File: src/rtl/tdc_fifo_rr_scheduler_pkg.sv
// Shared TDC scheduler types: arbitration state encoding and channel-id width helper.
// Pure declarations; no logic, no latency, no flow control.
package tdc_fifo_rr_scheduler_pkg;

    typedef enum logic {
        ST_IDLE  = 1'b0,
        ST_BURST = 1'b1
    } sched_state_t;

    // Width of an index into n items; a single item still needs one bit.
    function automatic int chan_id_w(input int n);
        return (n > 1) ? $clog2(n) : 1;
    endfunction

endpackage

File: src/rtl/tdc_fifo_rr_scheduler_rr_pick.sv
// Rotating-priority search: first set request at or above ptr, wrapping around.
// Purely combinational (0 cycles); no backpressure.
module tdc_rr_pick
    import tdc_fifo_rr_scheduler_pkg::*;
#(
    parameter int TDC_COUNT = 8,
    localparam int CW = chan_id_w(TDC_COUNT)
) (
    input  logic [TDC_COUNT-1:0] request,
    input  logic [CW-1:0]        ptr,
    output logic                 any,
    output logic [CW-1:0]        index
);

    always_comb begin
        any   = 1'b0;
        index = '0;
        for (int off = 0; off < TDC_COUNT; off++) begin
            if (!any && request[CW'((int'(ptr) + off) % TDC_COUNT)]) begin
                any   = 1'b1;
                index = CW'((int'(ptr) + off) % TDC_COUNT);
            end
        end
    end

endmodule

File: src/rtl/tdc_fifo_rr_scheduler.sv
// Round-robin burst reader draining per-channel TDC FWFT FIFOs into one registered word stream.
// Read one cycle after grant, dout_valid one cycle after read; a stalled dout holds and blocks reads.
module tdc_fifo_rr_scheduler
    import tdc_fifo_rr_scheduler_pkg::*;
#(
    parameter int TDC_COUNT      = 8,
    parameter int TDC_DATA_WIDTH = 40,
    parameter int MAX_BURST      = 16,
    localparam int CW = chan_id_w(TDC_COUNT),
    localparam int BW = chan_id_w(MAX_BURST + 1)
) (
    input  logic                                clk,
    input  logic                                rst,
    input  logic                                enable,
    input  logic [TDC_COUNT-1:0]                locked,
    input  logic [TDC_COUNT-1:0]                tdc_fifo_empty,
    input  logic [TDC_COUNT*TDC_DATA_WIDTH-1:0] tdc_fifo_data,
    output logic [TDC_COUNT-1:0]                tdc_fifo_read,
    output logic [TDC_DATA_WIDTH-1:0]           dout,
    output logic [CW-1:0]                       dout_channel,
    output logic                                dout_valid,
    input  logic                                dout_ready
);

    sched_state_t   state, state_nxt;
    logic [CW-1:0]  rr_ptr;
    logic [CW-1:0]  grant;
    logic [BW-1:0]  burst_cnt;

    logic [TDC_COUNT-1:0] readable;
    logic                 pick_any;
    logic [CW-1:0]        pick_idx;
    logic                 load;
    logic                 grant_rdbl;
    logic                 rd;
    logic                 burst_done;
    logic [CW-1:0]        next_ptr;

    assign readable   = locked & ~tdc_fifo_empty;
    assign load       = !dout_valid || dout_ready;
    assign grant_rdbl = readable[grant];
    assign next_ptr   = (grant == CW'(TDC_COUNT - 1)) ? '0 : grant + 1'b1;

    tdc_rr_pick #(
        .TDC_COUNT (TDC_COUNT)
    ) u_pick (
        .request (readable),
        .ptr     (rr_ptr),
        .any     (pick_any),
        .index   (pick_idx)
    );

    always_ff @(posedge clk) begin
        if (rst) begin
            state <= ST_IDLE;
        end else begin
            state <= state_nxt;
        end
    end

    always_comb begin
        state_nxt     = state;
        rd            = 1'b0;
        burst_done    = 1'b0;
        tdc_fifo_read = '0;
        case (state)
            ST_IDLE: begin
                if (enable && pick_any) begin
                    state_nxt = ST_BURST;
                end
            end
            ST_BURST: begin
                // Losing enable or the channel ends the burst without a read.
                if (!enable || !grant_rdbl) begin
                    state_nxt  = ST_IDLE;
                    burst_done = 1'b1;
                end else if (load) begin
                    rd = !rst;
                    if (burst_cnt == BW'(MAX_BURST - 1)) begin
                        state_nxt  = ST_IDLE;
                        burst_done = 1'b1;
                    end
                end
            end
            default: state_nxt = ST_IDLE;
        endcase
        tdc_fifo_read = rd ? (TDC_COUNT'(1) << grant) : '0;
    end

    always_ff @(posedge clk) begin
        if (rst) begin
            rr_ptr    <= '0;
            grant     <= '0;
            burst_cnt <= '0;
        end else begin
            if (state == ST_IDLE && state_nxt == ST_BURST) begin
                grant     <= pick_idx;
                burst_cnt <= '0;
            end else if (rd) begin
                burst_cnt <= burst_cnt + 1'b1;
            end
            if (burst_done) begin
                rr_ptr <= next_ptr;
            end
        end
    end

    always_ff @(posedge clk) begin
        if (rst) begin
            dout         <= '0;
            dout_channel <= '0;
            dout_valid   <= 1'b0;
        end else if (rd) begin
            dout         <= tdc_fifo_data[int'(grant)*TDC_DATA_WIDTH +: TDC_DATA_WIDTH];
            dout_channel <= grant;
            dout_valid   <= 1'b1;
        end else if (load) begin
            dout_valid   <= 1'b0;
        end
    end

endmodule

File: config.mk
export PLATFORM = sky130hd
export DESIGN_NAME = tdc_fifo_rr_scheduler
export DESIGN_NICKNAME = d
export VERILOG_FILES = /design/src/rtl/tdc_fifo_rr_scheduler_pkg.sv /design/src/rtl/tdc_fifo_rr_scheduler_rr_pick.sv /design/src/rtl/tdc_fifo_rr_scheduler.sv
export SDC_FILE = /design/constraint.sdc
export NUM_CORES = 1
export LEC_CHECK = 0
export ABC_AREA = 1
export BUFFER_PORTS_ARGS = -buffer_cell sky130_fd_sc_hd__buf_2
export CAP_MARGIN = 10
export CORE_ASPECT_RATIO = 0.5
export CORE_UTILIZATION = 30
export DETAILED_ROUTE_END_ITERATION = 12
export PLACE_DENSITY_LB_ADDON = 0.2
export SLEW_MARGIN = 10
export SYNTH_ARGS = -nofsm -noshare
export SYNTH_HDL_FRONTEND = slang
export SYNTH_HIERARCHICAL = 1
export SYNTH_SLANG_ARGS = --single-unit
File: constraint.sdc
create_clock -name clk -period 2.8 [get_ports clk]
set_input_delay 0.14 -clock clk [delete_from_list [all_inputs] [get_ports clk]]
set_output_delay 0.14 -clock clk [all_outputs]
set_load 0.03 [all_outputs]
==> Yosys cells after proc, flatten, opt, wreduce, memory -nomap -nowiden <==
Index checks and enable logic that the tools add are counted.
{ "totals": {"reg_bits": 56, "inputBits": 340, "out_inout_bits": 52} }
{ "op_classes": {"addsub": 9, "n_mul": 1, "n_lt_le_gt_ge": 9, "n_eq_ne": 2, "shift": 2, "mux": 58, "bitwise_logic": 3, "n_reduce_logical": 24} }
{ "ops": {"columns": ["op", "n"], "rows": [
  ["$shiftx A320 B10 Y40", 1],
  ["$lt A3 B5 Y1 const B", 8],
  ["$mux W1", 38],
  ["$bmux W1 S3", 9],
  ["$mux W3", 9],
  ["$add A3 B3 Y3 const B", 4],
  ["$logic_not A1 Y1", 11],
  ["$logic_and A1 B1 Y1", 9],
  ["$and A8 B8 Y8", 1],
  ["$mux W8", 1],
  ["$not A8 Y8", 1],
  ["$shl A1 B3 Y8 const A", 1],
  ["$add A3 B1 Y3 const B", 2],
  ["$add A3 B2 Y3 const B", 2],
  ["$mul A3 B3 Y6 const B", 1],
  ["$add A5 B1 Y5 const B", 1],
  ["$eq A5 B4 Y1 const B", 1],
  ["$lt A3 B4 Y1 const B", 1],
  ["$eq A3 B3 Y1 const B", 1],
  ["$logic_or A1 B1 Y1", 2],
  ["$pmux W1 S2", 1],
  ["$reduce_bool A2 Y1", 1],
  ["$reduce_or A2 Y1", 1],
  ["$not A1 Y1", 1]
]} }

==> Depth between registers and ports, before layout <==
Gate-level depths: netlist of the first run.
{ "logic_depth": {"word_depth": 32, "mapped_depth": 19} }

==> Cells and area by module <==
Netlist of the first run, hierarchy kept.
{ "by_module_without_submodules": {"columns": ["mod", "instances", "cells_each", "area_per_inst_um2"], "rows": [
  ["tdc_fifo_rr_scheduler", 1, 910, 4987.3],
  ["tdc_rr_pick", 1, 137, 820.8]
]} }

==> Worst setup path after synthesis of the first run <==
Ideal clock, no wire load.
{ "synth_timing": {"path_type": "register to register", "start": "register rr_ptr[0]", "end": "register burst_cnt[2]", "setup_ps": 70, "t_arrival_ps": 2345, "t_required_ps": 2730, "path_slack_ps": 386, "stages_incl_launch_ff": 18, "synth_period_minus_slack_ps": 2414, "path_cell_list": "dfxtp_1 > buf_6 > inv_4 > buf_8 > ha_1 > inv_1 > nand3_2 > nand3_1 > nand2_2 > nor2_4 > nand4_2 > nor2_4 > nand3_1 > nand2_1 > nor2_1 > nor2_1 > inv_1 > a21oi_1"} }
{ "synth_via": {"elab_chain_len": 30} }
{ "synth_lines": {"columns": ["element", "line", "text"], "rows": [
  ["start, declared", "tdc_fifo_rr_scheduler.sv:26", "logic [CW-1:0] rr_ptr;"],
  ["start signal, assigned", "tdc_fifo_rr_scheduler.sv:103", "rr_ptr <= next_ptr;"],
  ["branches (longest 24 deep; another with $add A3 B1 Y3)", null, null],
  ["$mux W1 (*)", "tdc_fifo_rr_scheduler_rr_pick.sv:19", "if (!any && request[CW'((int'(ptr) + off) % TDC_COUNT)]) begin"],
  ["via pick_any", "tdc_fifo_rr_scheduler.sv:31", "logic pick_any;"],
  ["$logic_and A1 B1 Y1 (*)", "tdc_fifo_rr_scheduler.sv:68", "if (enable && pick_any) begin"],
  ["$mux W1 (*)", "tdc_fifo_rr_scheduler.sv:68", null],
  ["$pmux W1 S2 (*)", "tdc_fifo_rr_scheduler.sv:66", "case (state)"],
  ["$logic_and A1 B1 Y1 (*)", "tdc_fifo_rr_scheduler.sv:96", "if (state == ST_IDLE && state_nxt == ST_BURST) begin"],
  ["$reduce_or A2 Y1 (no line) (*)", null, null],
  ["end signal, assigned", "tdc_fifo_rr_scheduler.sv:100", "burst_cnt <= burst_cnt + 1'b1;"],
  ["end, declared", "tdc_fifo_rr_scheduler.sv:28", "logic [BW-1:0] burst_cnt;"]
]} }
Mark *: on every way through the listed nets, which the timed path passes. The select of a mux whose other input is x is not followed.
A chain may end at the register's enable or synchronous reset.

==> Worst setup path in the final report of the first run <==
{ "layout_timing": {"start": "register grant[2]", "end": "output port tdc_fifo_read[6]"} }
{ "layout_via": {"elab_chain_len": 7} }
{ "layout_lines": {"columns": ["element", "line", "text"], "rows": [
  ["start, declared", "tdc_fifo_rr_scheduler.sv:27", "logic [CW-1:0] grant;"],
  ["start signal, assigned", "tdc_fifo_rr_scheduler.sv:97", "grant <= pick_idx;"],
  ["$bmux W1 S3", "tdc_fifo_rr_scheduler.sv:41", "assign grant_rdbl = readable[grant];"],
  ["$mux W1 (implied by the code)", "tdc_fifo_rr_scheduler.sv:41", null],
  ["$logic_not A1 Y1", "tdc_fifo_rr_scheduler.sv:74", "if (!enable || !grant_rdbl) begin"],
  ["$logic_or A1 B1 Y1", "tdc_fifo_rr_scheduler.sv:74", null],
  ["$mux W1", "tdc_fifo_rr_scheduler.sv:74", null],
  ["$mux W1", "tdc_fifo_rr_scheduler.sv:66", null],
  ["$mux W8 (*)", "tdc_fifo_rr_scheduler.sv:87", "tdc_fifo_read = rd ? (TDC_COUNT'(1) << grant) : '0;"],
  ["end, declared", "tdc_fifo_rr_scheduler.sv:18", "output logic [TDC_COUNT-1:0] tdc_fifo_read,"]
]} }
Mark *: on every way between the ends. The rest lies on a longest branch, timed or not. The select of a mux whose other input is x is not followed.

==> key figures, run 1 <==
GRT
  • Vias in the first global route: 7,392
  • Maximum number of pins on one net before global-route repair: 90
  • Total global routing track utilization: 24.2%
  • Global-route wire length before repair: 38,500 um
  • Antenna violations before repair: 3
  • GR Overflow Total: 0

Synthesis
  • Post-synth net total: 1,397
  • Post-synthesis adder-cell area fraction: 2.15%
  • Simple-gate share of the synthesized area: 39.5%
  • Portion of the post-synthesis area used by sequential elements: 19.3%
  • Cell accounting for the most synthesized area: sky130_fd_sc_hd__dfxtp_1
  • Fraction of registers with async set or reset after synthesis: 0%
  • List of most frequent post-synthesis cells: sky130_fd_sc_hd__nor2_1 (285), sky130_fd_sc_hd__o21ai_0 (192), sky130_fd_sc_hd__nand2_1 (178), sky130_fd_sc_hd__o22ai_1 (80), sky130_fd_sc_hd__dfxtp_1 (56)
  • Multiplexer share of the synthesized area: 0%
  • Most frequent cell after synthesis: sky130_fd_sc_hd__nor2_1
  • Compound-cell area share of the yosys netlist: 28.2%
  • Total standard cell area after synthesis: 5810 um^2
  • Prevailing post-synth register cell: sky130_fd_sc_hd__dfxtp_1
  • Number of enable flip-flop cells after synthesis: 0
  • Cell types with the largest area share after synthesis: sky130_fd_sc_hd__dfxtp_1 (19%), sky130_fd_sc_hd__nor2_1 (18%), sky130_fd_sc_hd__o21ai_0 (17%)
  • Share of Yosys cell area claimed by the top area cell type: 19.3%
  • Xor and xnor area share after synthesis: 1.08%
  • Post-synthesis cell type count: 33
  • Synth Area per Inst: 5.55 um^2
  • Synth Instances: 1,047
  • Flip-flop and latch count after synthesis: 56
  • Largest family of logic cells by synthesized area: simple AND/OR/NAND/NOR gates
  • Yosys Warn Count: 6

Pwr
  • Highest ir drop seen on vdd: 0.000325 V
  • Leakage power summed over all cells: 4.04 nW
  • Total power density per cell area: 547 nW/um^2

Placement
  • Post-DP HPWL: 19,400 um
  • Placer's final routability congestion estimate: 0.921
  • Placement-stage worst setup slack: 0.286 ns
  • Number of buffers added on ports: 391

Worst setup path
  • CP Depth: 7
  • Crit path arrival time: 2.37 ns
  • Setup crit end kind: primary output
  • Data required time at the worst endpoint: 2.66 ns
  • Top Family by Delay on Critical Path: buffers and inverters
  • Critical path startpoint: grant[2]
  • Buffers plus inverters on the worst setup path: 3
  • Stage delay of the slowest cell on the critical path: 0.68 ns
  • R2R depth: 15
  • Termination of the worst setup path: tdc_fifo_read[6]
  • Source of the worst register-to-register timing path: rr_ptr[1]
  • CP Launch Type: flop
  • Type of the worst setup path: reg2out
  • Ordered list of cells on the worst path: clkinv_1, nand2_2, nand3_2, inv_2, nand2_1, nor2_1, buf_2
  • Critical Path Fanout Max: 24
  • Capturing point of the worst reg2reg path: burst_cnt[2]
  • Worst-case register-to-register setup slack: 0.36 ns
  • Slowest cell on crit path: sky130_fd_sc_hd__dfxtp_2

Floorplanning
  • Std-Cell Rows: 35
  • Die area: 20,000 um^2
  • Effective utilization at floorplan: 31.1%
  • Die H: 100 um
  • I/O pin count: 392
  • Placeable core region: 18,700 um^2
  • DIE WIDTH: 199 um

Timing
  • Final setup skew: 0.00409 ns
  • Min cycle time layout: 2.51 ns
  • Unrepaired setup endpoints after global routing: no
  • Final hold violation count: 0
  • Setup Viol. Count Final: 0
  • Final TNS setup: 0 ns
  • Actual slew at the worst max-slew pin: 0.876 ns
  • Slew Limit Fails: 0
  • Final critical-path share of the clock period: 89.6%
  • Highest clock frequency the design can meet: 399 MHz
  • Setup slack of the critical path after layout: 0.292 ns
  • Max_slew headroom: 41.5%

Status
  • Result of the run: complete, no violations

Drt
  • Routed Antenna Nets: 0
  • Avg WL per Cell: 15.3 um
  • Routed vias: 8,293
  • Initial DRC count: 507
  • First-pass detailed-route iteration total: 7
  • Via-per-instance ratio: 5.06
  • Final routed DRC violation total: 0
  • Sum of routed wire length over all layers: 25,100 um

CTS
  • Clock transition at path regs: 0.07 ns
  • Clock sink count: 56
  • CTS Root Cell: sky130_fd_sc_hd__clkbuf_16
  • TritonCTS clock tree: done
  • Clk Latency, worst-skew pair: 0.30 ns
  • Maximum count of clock buffers along a single path: 2
  • Number of setup buffers added after CTS: 0
  • Number of H-tree levels: 2
  • CTS Hold Bufs: 0
  • Number of CTS-inserted buffers: 5

Layout
  • Growth of design area from synthesis to finish: 37.0%
  • Fraction of layout instances using a drive strength above 1: 33.3%
  • Finished Core Util: 42.7%
  • Post-layout nets: 1,727

Min path
  • Worst hold path type: in2reg

Flow run
  • Number of maximum-capacitance constraint violations: 0
-- power by group --
| group | switching [mW] | total (mW) | internal, mW |
|---|---|---|---|
| Combinational | 1.85 | 2.81 | 0.963 |
| Sequential | 0.0766 | 0.926 | 0.849 |
| Clock | 0.291 | 0.617 | 0.327 |
| Total | 2.21 | 4.35 | 2.14 |
-- final cells by class --
type                       count  area (um^2)
tap                          259          324
antenna                        3         7.51
clock inverter                 1         5.00
clock buffer                   6          129
sequential                    56         1130
timing repair buffer         405         2060
multi-input combinational    861         4120
inverter                      48          185
fill                        2111        10700
-- sequential cells by signal (all words and copies together) (netlist names) --
signal,count
state,1
grant,3
dout_valid,1
dout,40
burst_cnt,5
rr_ptr,3
dout_channel,3
-- metrics by stage --
step                      instance area [um^2]  cells  hold slack, ns  power (mW)
after floorplan                           5810   1047           0.209        2.94
after global placement                    7820   1629           0.401        3.73
after detailed placement                  7820   1629           0.397        3.74
after CTS                                 7950   1636          0.0813        4.36
after global routing                      7960   1639          0.0939        4.79
final                                     7960   1639          0.0949        4.35
-- repair_timing --
item                                    in CTS  in global routing
resized for setup                            0                  1
endpoints found under the setup margin       0                  5
hold endpoints to repair                     0                  0
-- worst min-delay path by stage --
stage                     startpoint         endpoint  slack [ns]  depth (start not counted)
after floorplan                  rst  dout_channel[2]        0.21                          1
after global placement           rst  dout_channel[2]        0.40                          2
after detailed placement         rst  dout_channel[2]        0.40                          2
after CTS                        rst  dout_channel[2]        0.08                          2
after global routing             rst  dout_channel[2]        0.09                          2
final                            rst  dout_channel[2]        0.09                          2
-- layout by cell type (no fill, tap or decap), types with 2 or more instances in the layout --
cell type	instances
sky130_fd_sc_hd__nor2_1	285
sky130_fd_sc_hd__nor2_4	3
sky130_fd_sc_hd__inv_1	37
sky130_fd_sc_hd__xnor2_1	2
sky130_fd_sc_hd__nand3b_1	3
sky130_fd_sc_hd__buf_4	14
sky130_fd_sc_hd__dfxtp_1	53
sky130_fd_sc_hd__diode_2	3
sky130_fd_sc_hd__nand2_4	5
sky130_fd_sc_hd__nand3_1	34
sky130_fd_sc_hd__o21ai_0	192
sky130_fd_sc_hd__a21oi_1	11
sky130_fd_sc_hd__nand4_1	9
sky130_fd_sc_hd__clkbuf_16	5
sky130_fd_sc_hd__nand2_1	178
sky130_fd_sc_hd__inv_4	2
sky130_fd_sc_hd__nand2_2	8
sky130_fd_sc_hd__o21ai_1	18
sky130_fd_sc_hd__nand3_2	15
sky130_fd_sc_hd__buf_2	391
sky130_fd_sc_hd__dfxtp_2	2
sky130_fd_sc_hd__xor2_1	2
sky130_fd_sc_hd__inv_2	8
sky130_fd_sc_hd__ha_1	10
sky130_fd_sc_hd__o22ai_1	80
-- cells by family (layout without fill, tap and decap cells) --
family | after synthesis | count (layout)
adder cells (fa/ha/maj) | 10 | 10
buffers and inverters | 130 | 460
AO/OA/AOI/OAI | 304 | 304
XOR/XNOR | 5 | 5
other | 0 | 3
flip-flops | 56 | 56
AND/OR/NAND/NOR | 542 | 542
-- metal layers --
layer  vias to the layer above  global-route usage (%)  routed length (um)
met2                       282                    39.9               11900
met5                         -                       0                   0
met1                      3814                    32.6               11200
met4                         0                    5.92                 426
li1                       4157                       -                   -
met3                        40                    4.60                1580
Power figures use the tool's default switching activity.
==> inputs of run 2 (changes only) <==
--- a/config.mk
+++ b/config.mk
@@ -8,9 +8,10 @@
 export ABC_AREA = 1
 export BUFFER_PORTS_ARGS = -buffer_cell sky130_fd_sc_hd__buf_2
 export CAP_MARGIN = 10
-export CORE_ASPECT_RATIO = 0.5
-export CORE_UTILIZATION = 30
+export CORE_AREA = 2 2 152 154
 export DETAILED_ROUTE_END_ITERATION = 12
+export DIE_AREA = 0 0 154 156
+export GPL_ROUTABILITY_DRIVEN = 0
 export PLACE_DENSITY_LB_ADDON = 0.2
 export SLEW_MARGIN = 10
 export SYNTH_ARGS = -nofsm -noshare
==> run 2 against run 1 <==
Die area rose by 20%. Routed wire length rose by 6.7%. Non-clock buffer count rose by 4. Sequential share of layout area fell by 0.18 points. Register-to-register slack barely moved. Largest cell class unchanged.
==> key figures, run 2 (same netlist as run 1, synthesis figures left out) <==
GRT
  • GRT busiest layer: met2
  • Met1 capacity usage during global routing: 27.5% (-5.1 points)
  • Vias in the first global route: 7,623 (+3.1%)
  • Met3 capacity usage during global routing: 3.94% (-0.66 points)
  • GR Overflow Total: 0 (unchanged)
  • Met2 global-route usage: 36.7% (-3.1 points)
  • Antenna violations before repair: 2 (-1)
  • Global-route wire length before repair: 41,100 um (+6.6%)
  • Maximum number of pins on one net before global-route repair: 84 (-6.7%)
  • Total global routing track utilization: 21.3% (-2.9 points)

Timing
  • Min cycle time layout: 2.50 ns (-0.0124 ns)
  • Fin Hold WS: 0.0878 ns (-0.00714 ns)
  • Final critical-path share of the clock period: 89.1% (-0.44 points)
  • Highest clock frequency the design can meet: 401 MHz (+0.50%)
  • Slew Limit Fails: 0 (unchanged)
  • Actual slew at the worst max-slew pin: 0.819 ns (-0.0572 ns)
  • Unrepaired setup endpoints after global routing: no
  • Max_slew headroom: 45.4% (+3.9 points)
  • Final TNS setup: 0 ns (unchanged)
  • Final hold violation count: 0 (unchanged)
  • Setup Viol. Count Final: 0 (unchanged)
  • Final setup skew: 0.0152 ns (+0.0111 ns)
  • Setup slack of the critical path after layout: 0.304 ns (+0.0124 ns)

Floorplanning
  • Placeable core region: 22,400 um^2 (+20%)
  • DIE WIDTH: 154 um (-23%)
  • Effective utilization at floorplan: 26.0% (-5.2 points)
  • I/O pin count: 392 (unchanged)
  • Std-Cell Rows: 55 (+57%)
  • Die H: 156 um (+55%)
  • Die area: 24,000 um^2 (+20%)

Worst setup path
  • Buffers plus inverters on the worst setup path: 3 (unchanged)
  • Top Family by Delay on Critical Path: simple AND/OR/NAND/NOR gates
  • Crit path arrival time: 2.36 ns (about the same)
  • Worst-case register-to-register setup slack: 0.35 ns (about the same)
  • Critical Path Fanout Max: 23 (-4.2%)
  • Data required time at the worst endpoint: 2.66 ns (about the same)
  • CP Depth: 7 (unchanged)
  • Setup crit end kind: primary output
  • Ordered list of cells on the worst path: inv_1, nor3_1, nand3_2, inv_2, nand2_1, nor2_1, buf_2
  • Type of the worst setup path: reg2out
  • Stage delay of the slowest cell on the critical path: 0.44 ns (-0.24 ns)
  • Slowest cell on crit path: sky130_fd_sc_hd__dfxtp_1
  • CP Launch Type: flop
  • R2R depth: 15 (unchanged)

CTS
  • Number of setup buffers added after CTS: 0 (unchanged)
  • Clk Latency, worst-skew pair: 0.31 ns (about the same)
  • Number of H-tree levels: 2 (unchanged)
  • Clock sink count: 56 (unchanged)
  • TritonCTS clock tree: done
  • Number of CTS-inserted buffers: 5 (unchanged)
  • CTS Root Cell: sky130_fd_sc_hd__clkbuf_16
  • Clock transition at path regs: 0.09 ns (+0.02 ns)
  • CTS Hold Bufs: 0 (unchanged)
  • Maximum count of clock buffers along a single path: 2 (unchanged)

Pwr
  • Sw frac: 50.5% (-0.38 points)
  • Part of the total power dissipated in sequential elements: 20.4% (-0.9 points)
  • Total power density per cell area: 563 nW/um^2 (+2.9%)
  • Highest ir drop seen on vdd: 0.000292 V (-10%)
  • Logic gate share of total power: 63.3% (-1.3 points)
  • Internal: 2.25 mW (+5.1%)
  • Part of the total power dissipated in the clock network: 16.3% (+2.1 points)
  • Post-route total power: 4.54 mW (+4.3%)
  • Reported net switching power: 2.29 mW (+3.5%)
  • Leakage power summed over all cells: 4.08 nW (+0.93%)

Layout
  • Post-layout nets: 1,731 (+0.23%)
  • Final design instance area without fill: 8060 um^2 (+1.3%)
  • Commonest non-fill, non-tap cell in the layout: sky130_fd_sc_hd__buf_2
  • Final std cells w/o fill: 1,669 (+1.8%)
  • Finished Core Util: 36.0% (-6.6 points)
  • Fraction of layout instances using a drive strength above 1: 33.6% (+0.31 points)
  • Number of flip-flops in the largest register: 40 (unchanged)
  • Leading cell types in the layout, fill and taps excluded: sky130_fd_sc_hd__buf_2 (391), sky130_fd_sc_hd__nor2_1 (285), sky130_fd_sc_hd__o21ai_0 (192), sky130_fd_sc_hd__nand2_1 (178), sky130_fd_sc_hd__o22ai_1 (80)
  • Largest registers in the final layout: dout (40), burst_cnt (5)
  • Growth of design area from synthesis to finish: 38.8%
  • Register containing the most flip-flops in the final layout: dout

Placement
  • Placement-stage worst setup slack: 0.260 ns (-0.0262 ns)
  • Number of buffers added on ports: 391 (unchanged)
  • Cell area after placement: 7890 um^2 (+0.96%)
  • Placed insts: 1,659 (+1.8%)
  • Post-DP HPWL: 20,600 um (+6.2%)

Drt
  • Routed Antenna Nets: 0 (unchanged)
  • Via-per-instance ratio: 4.85 (-4.1%)
  • First-pass detailed-route iteration total: 5 (-2)
  • Final routed DRC violation total: 0 (unchanged)
  • Sum of routed wire length over all layers: 26,800 um (+6.7%)
  • Initial DRC count: 477 (-5.9%)
  • Routed vias: 8,099 (-2.3%)
  • Avg WL per Cell: 16.0 um (+4.8%)

Min path
  • Hold depth: 2 (unchanged)
  • Worst hold path type: in2reg

Flow run
  • Number of maximum-capacitance constraint violations: 0 (unchanged)

Status
  • Result of the run: complete, no violations
[run 2: changes by cell type in the layout (fill, tap and decap cells not counted), sizes merged]
| cell | delta |
|---|---|
| buf | +4 |
| bufinv | +1 |
| inv | +1 |
| clkinv | -1 |
| diode | -1 |
[run 2: repair_timing]
item	in CTS	in global routing
endpoints found under the hold margin	0	0
gates resized for setup	0	1
setup endpoints to repair	0	5
[run 2: cell type report]
type,count,area [um^2]
Fill cell,2598,14300
Multi-Input combinational cell,861,4120
Timing Repair Buffer,409,2100
Sequential cell,56,1130
Tap cell,285,357
Inverter,48,185
Clock buffer,6,129
Clock inverter,2,35.0
Antenna cell,2,5.00
[run 2: path summary, 6_finish.rpt]
| check | startpoint | end |
|---|---|---|
| setup / recovery | state | tdc_fifo_read[4] |
| hold / removal | rst | dout_channel[2] |
| setup reg to reg | rr_ptr[0] | burst_cnt[3] |
| hold reg to reg | dout_channel[2] | dout_channel[2] |
[run 2: layer usage]
layer	wire length [um]	share of wire [%]
met3	1580	5.9
met4	507	1.9
met1	11600	43
met5	0	0
met2	13100	49
[run 2: worst reg2reg max path: cells and delay by family (launching register included)]
kind | cells | cell delay (ns)
adders and majority gates | 1 | 0.40
AOI/OAI and AO/OA | 1 | 0.13
DFF | 1 | 0.38
and+or+nand+nor | 10 | 1.15
buffers and inverters | 3 | 0.32
[run 2: power by group through the flow]
stage | registers [mW] | clock network, mW | logic [mW]
3_5_place_dp | 0.947 | 0 | 2.87
2_1_floorplan | 0.950 | 0 | 1.99
3_3_place_gp | 0.947 | 0 | 2.87
5_1_grt | 0.936 | 0.799 | 3.27
6_report | 0.927 | 0.738 | 2.88
4_1_cts | 0.928 | 0.763 | 2.88
